<file path="config.mk">
export PLATFORM = sky130hd
export DESIGN_NAME = ic7402_nor
export DESIGN_NICKNAME = d
export VERILOG_FILES = /design/src/rtl/ic7402_nor_pkg.sv /design/src/rtl/ic7402_nor_tcnt.sv /design/src/rtl/ic7402_nor.sv
export SDC_FILE = /design/constraint.sdc
export NUM_CORES = 1
export LEC_CHECK = 0
export ABC_CLOCK_PERIOD_IN_PS = 800
export CAP_MARGIN = 20
export CORE_AREA = 2 2 39 41
export DETAILED_ROUTE_END_ITERATION = 8
export DIE_AREA = 0 0 41 43
export HOLD_SLACK_MARGIN = 0.02
export PLACE_DENSITY = 0.74
export REMOVE_ABC_BUFFERS = 1
export SYNTH_ARGS = -nofsm -noshare
export SYNTH_HDL_FRONTEND = slang
export SYNTH_HIERARCHICAL = 1
export SYNTH_SLANG_ARGS = --single-unit
</file>
<file path="constraint.sdc">
create_clock -name clk -period 0.8 [get_ports clk]
set_input_delay 0.08 -clock clk [delete_from_list [all_inputs] [get_ports clk]]
set_output_delay 0.08 -clock clk [all_outputs]
set_load 0.05 [all_outputs]
</file>
<file path="src/rtl/ic7402_nor_pkg.sv">
// Shared constants for the ic7402_nor quad-NOR block.
//   GATES_DEF : default number of independent 2-input NOR gates
//   CNT_W_DEF : default width of each per-gate transition counter
//   sel_w()   : width of the counter select port, max(1, clog2(gates))
package ic7402_nor_pkg;

  localparam int GATES_DEF = 4;
  localparam int CNT_W_DEF = 16;

  function automatic int sel_w(input int gates);
    return (gates > 1) ? $clog2(gates) : 1;
  endfunction

endpackage

</file>
<file path="src/rtl/ic7402_nor_tcnt.sv">
// Per-gate saturating transition counter.
//   clk : clock, rising edge
//   rst : synchronous active-high reset, clears the count
//   clr : synchronous clear; it has priority over inc
//   inc : count one transition this edge
//   cnt : current count, holds at all ones instead of wrapping
module ic7402_nor_tcnt
  import ic7402_nor_pkg::*;
#(
  parameter int CNT_W = CNT_W_DEF
) (
  input  logic             clk,
  input  logic             rst,
  input  logic             clr,
  input  logic             inc,
  output logic [CNT_W-1:0] cnt
);

  always_ff @(posedge clk) begin
    if (rst || clr)
      cnt <= '0;
    else if (inc && (cnt != {CNT_W{1'b1}}))
      cnt <= cnt + CNT_W'(1);
  end

endmodule

</file>
<file path="src/rtl/ic7402_nor.sv">
// Parameterized 7402-style NOR gate array with registered outputs and
// optional per-gate output-transition statistics.
//   clk, rst : clock and synchronous active-high reset
//   a, b     : NOR inputs, one bit per gate
//   y        : combinational NOR result (independent of clk/rst)
//   y_q      : y registered on each rising edge, resets to all ones
//   cnt_sel  : gate whose transition counter drives cnt_out
//   cnt_clr  : synchronous clear of all counters
//   cnt_out  : selected count, 0 for an out-of-range select
// Define IC7402_NOR_STATS_EN to build the counters; without it cnt_sel and
// cnt_clr are ignored and cnt_out is tied to 0.
module ic7402_nor
  import ic7402_nor_pkg::*;
#(
  parameter int GATES = GATES_DEF,
  parameter int CNT_W = CNT_W_DEF
) (
  input  logic                      clk,
  input  logic                      rst,
  input  logic [GATES-1:0]          a,
  input  logic [GATES-1:0]          b,
  output logic [GATES-1:0]          y,
  output logic [GATES-1:0]          y_q,
  input  logic [sel_w(GATES)-1:0]   cnt_sel,
  input  logic                      cnt_clr,
  output logic [CNT_W-1:0]          cnt_out
);

  // A 1 on either input forces 0 even if the other input is X/Z.
  assign y = ~(a | b);

  always_ff @(posedge clk) begin
    if (rst)
      y_q <= '1;
    else
      y_q <= y;
  end

`ifdef IC7402_NOR_STATS_EN
  // The first edge after reset compares a fresh sample against the reset
  // value of y_q rather than a real previous output, so it is not counted.
  logic skip;

  always_ff @(posedge clk) begin
    if (rst)
      skip <= 1'b1;
    else
      skip <= 1'b0;
  end

  logic [GATES-1:0][CNT_W-1:0] cnt;

  for (genvar g = 0; g < GATES; g++) begin : g_cnt
    ic7402_nor_tcnt #(.CNT_W(CNT_W)) u_tcnt (
      .clk (clk),
      .rst (rst),
      .clr (cnt_clr),
      .inc ((y[g] ^ y_q[g]) & ~skip),
      .cnt (cnt[g])
    );
  end

  always_comb begin
    cnt_out = '0;
    for (int i = 0; i < GATES; i++)
      if (int'(cnt_sel) == i)
        cnt_out = cnt[i];
  end
`else
  logic unused_stats;
  assign unused_stats = ^{cnt_sel, cnt_clr};
  assign cnt_out = '0;
`endif

endmodule

</file>
== After elaboration in Yosys (flattened, before gate mapping) ==
Index checks and enable logic that the tools add are counted.
Storage, ports and cells
  register bits after elaboration: 4
  bits of input ports: 13
  output and inout port bits: 24
  logic and storage cells: 3
Operators by class
  bitwise logic cells: 2
Operators with widths (count)
  4-bit inverter: 1
  4-bit bitwise OR: 1

== Longest topological paths before layout ==
  depth in word-level cells: 2
  depth in mapped cells: 1
  depth with buffers taken out: 1

== Worst setup path after synthesis ==
Ideal clock, no wire load.
  kind: input to output
  start: in b[0]
  end: out y[0]
  data arrival time: 734 ps
  required time: 720 ps
  slack: -14 ps
  stages on the path: 1
  buffers on the path: 0
  cell sequence: nor2_1
On the way
  longest elaborated chain between the ends: 2
RTL lines
  start: declaration: RTL line ic7402_nor.sv:21  | input logic [GATES-1:0] b,
  4-bit bitwise OR: RTL line ic7402_nor.sv:30  | assign y = ~(a | b);
  4-bit inverter: RTL line ic7402_nor.sv:30
  end: declaration: RTL line ic7402_nor.sv:22  | output logic [GATES-1:0] y,
No other way between the ends.

== Worst setup path in the final report ==
  start: reg y_q[1]
  end: out y_q[1]
RTL lines
  start: declaration: RTL line ic7402_nor.sv:23  | output logic [GATES-1:0] y_q,
  start signal: assignment: RTL line ic7402_nor.sv:36  | y_q <= y;
No word-level cell between the ends.

==> results.md <==
* CP top delay family: flip-flops
* Die W at between 40 and 50 µm
* Fmax at about 1.3 GHz
* Multi-input gate area at between 100 and 150 µm²
* Number of DRC markers in iteration 0 at 0
* Final setup viols at 0
* Final hold vios at 0
* WP data required at 720 ps
* Nets at 63
* Worst min path class: in -> reg
* First-pass GRT wire length at ~610 µm
* Lkg Pwr at roughly 0.24 nW
* Critical Path Start Type: register
* Cells after DPL at roughly 60
* Final core utilization at 0.349
* Die Y at between 40 and 50 µm
* # diodes at 0
* Vias/cell at slightly above 3
* CTS tree: yes
* 1st-pass router iterations at 1
* DRC Markers at 0
* Int Pwr at between 500 and 600 µW
* Gr ovfl total at 0
* Rows at 14
* WL per Instance at 7.59 µm
* # IOs at 37
* Gr usage total at 0.0581
* Synthesized area at approximately 250 µm²
* Port Buffer Count at 17
* Detailed Route WL at slightly below 500 µm
* Final setup TNS at 0 ps
* Worst-path fanout max at 1
* Core Box Area at around 1400 µm²
* Clock-pin transition on the worst setup and hold timing paths at ~40 ps
* Netlist cell types at 5
* Fin crit period at 767 ps
* Worst-path cell chain: buf_12
* Clock sink total at 4
* Max reg flops at 4
* Worst vdd ir at about 0.41 mV
* Sw Ratio at 0.418
* Placed Area at about 460 µm²
* H-tree Lvls at 1
* Critical path type: reg -> out
* Top reg by flops: y_q
* Top flop regs: y_q: 4 flops
* Via count at approximately 200
* Antenna violations before repair at 0
* Outcome: finished, final reports clean
* Switch Pwr at between 300 and 400 µW
* RSZ-0062 raised after global routing: no
* Filler cell count at 150
* Initial Utilization at 0.180
* FF+latch count, synth at 4
* Die area at 1760 µm²
* Max Slew Vio Count at 0
* Slowest cell on the critical path: dfxtp_2
* Final instance area at between 400 and 500 µm²
* Sequential share of power at 0.261
* CTS Buffer Depth at 2
* Post-Route Hold Slack at about 190 ps
* Post-route ant nets at 0
* Sequential area share after synthesis at 0.322
* Post-Synthesis Cells at 29
* Routability-driven placement congestion ratio at between 0.5 and 0.6
* TritonCTS buffer count at 3
* Logic pwr share at 0.468
* CP Capture Type: primary output
* Max-cap viol count at 0
* Syn avg cell area at about 8.6 µm²
* Hpwl dp at 404 µm
* Area delta synth->final at 94.0%
* FF/Latch Area at ~85 µm²
* Worst Path Buf+Inv at 1
* Max stage delay on crit path at 330 ps
* YS warnings at 6
* Fin crit share at 0.959
* Share of total power in the clock network at 0.272
* Finished Layout Cells at 64
* Share of layout cells above drive strength 1 at 0.396
* Setup Buffers After CTS at 0
* Worst Path Arrival at 690 ps
* Largest net degree at the start of global routing at 5
* Clock root buffer: clkbuf_4
* Vias in the first global route at about 170
* PD cells at approximately 1800 nW/µm²
[cell type report]
class | count | share of cell area
timing repair buffer | 17 | 0.497
tap | 16 | 0.0415
sequential | 4 | 0.176
multi-input combinational | 24 | 0.238
clock buffer | 3 | 0.0466
[synthesized netlist by cell type (all sizes together)]
cell,n,area [µm²]
buf,16,120
dfxtp,4,80.1
conb,1,3.75
nor2,4,15.0
o21bai,4,30.0
[power groups by stage]
stage	logic (mW)	registers [mW]	clock network [mW]
after floorplan	0.214	0.268	0
after global placement	0.414	0.227	0
after detailed placement	0.414	0.228	0
after CTS	0.407	0.227	0.246
after global routing	0.422	0.228	0.251
final	0.408	0.227	0.237
[layout by cell type (no fill, tap or decap), drive strengths merged]
cell type / Yosys / routed
nor2: 4 / 4
conb: 1 / 16
dfxtp: 4 / 4
clkdlybuf4s50: 0 / 1
o21bai: 4 / 4
buf: 16 / 8
dlygate4sd2: 0 / 8
clkbuf: 0 / 3
[repair_timing]
action | CTS | global route
endpoints found under the setup margin | 7 | 1
gates resized for setup | 15 | 1
pin swaps | 4 | 0
hold buffers | 0 | 0
[cells by family after synthesis]
family,count (synthesis),synth area share
AOI/OAI and AO/OA,4,0.121
buffers and inverters,16,0.482
DFF,4,0.322
other,1,0.0151
and+or+nand+nor,4,0.0603
[final timing paths]
path	from	endpoint	slack [ps]	depth (start not counted)
worst max-delay path	y_q[1]	y_q[1]	30	1
worst min-delay path	a[0]	y_q[0]	190	2
[stage by stage]
step	setup WS, ps	total power, mW
2_1_floorplan	-13.5	0.482
3_3_place_gp	-148	0.641
3_5_place_dp	-152	0.642
4_1_cts	1.64	0.880
5_1_grt	11.6	0.901
6_report	32.5	0.873
[per-layer routing]
layer | share of wire | track usage | vias to the layer above
li1 | - | - | 97
met2 | 0.62 | 0.106 | 17
met3 | 0.16 | 0.00524 | 0
met1 | 0.22 | 0.0256 | 85
met4 | 0 | 0.100 | 0
met5 | 0 | 0 | -
Power figures use the tool's default switching activity.
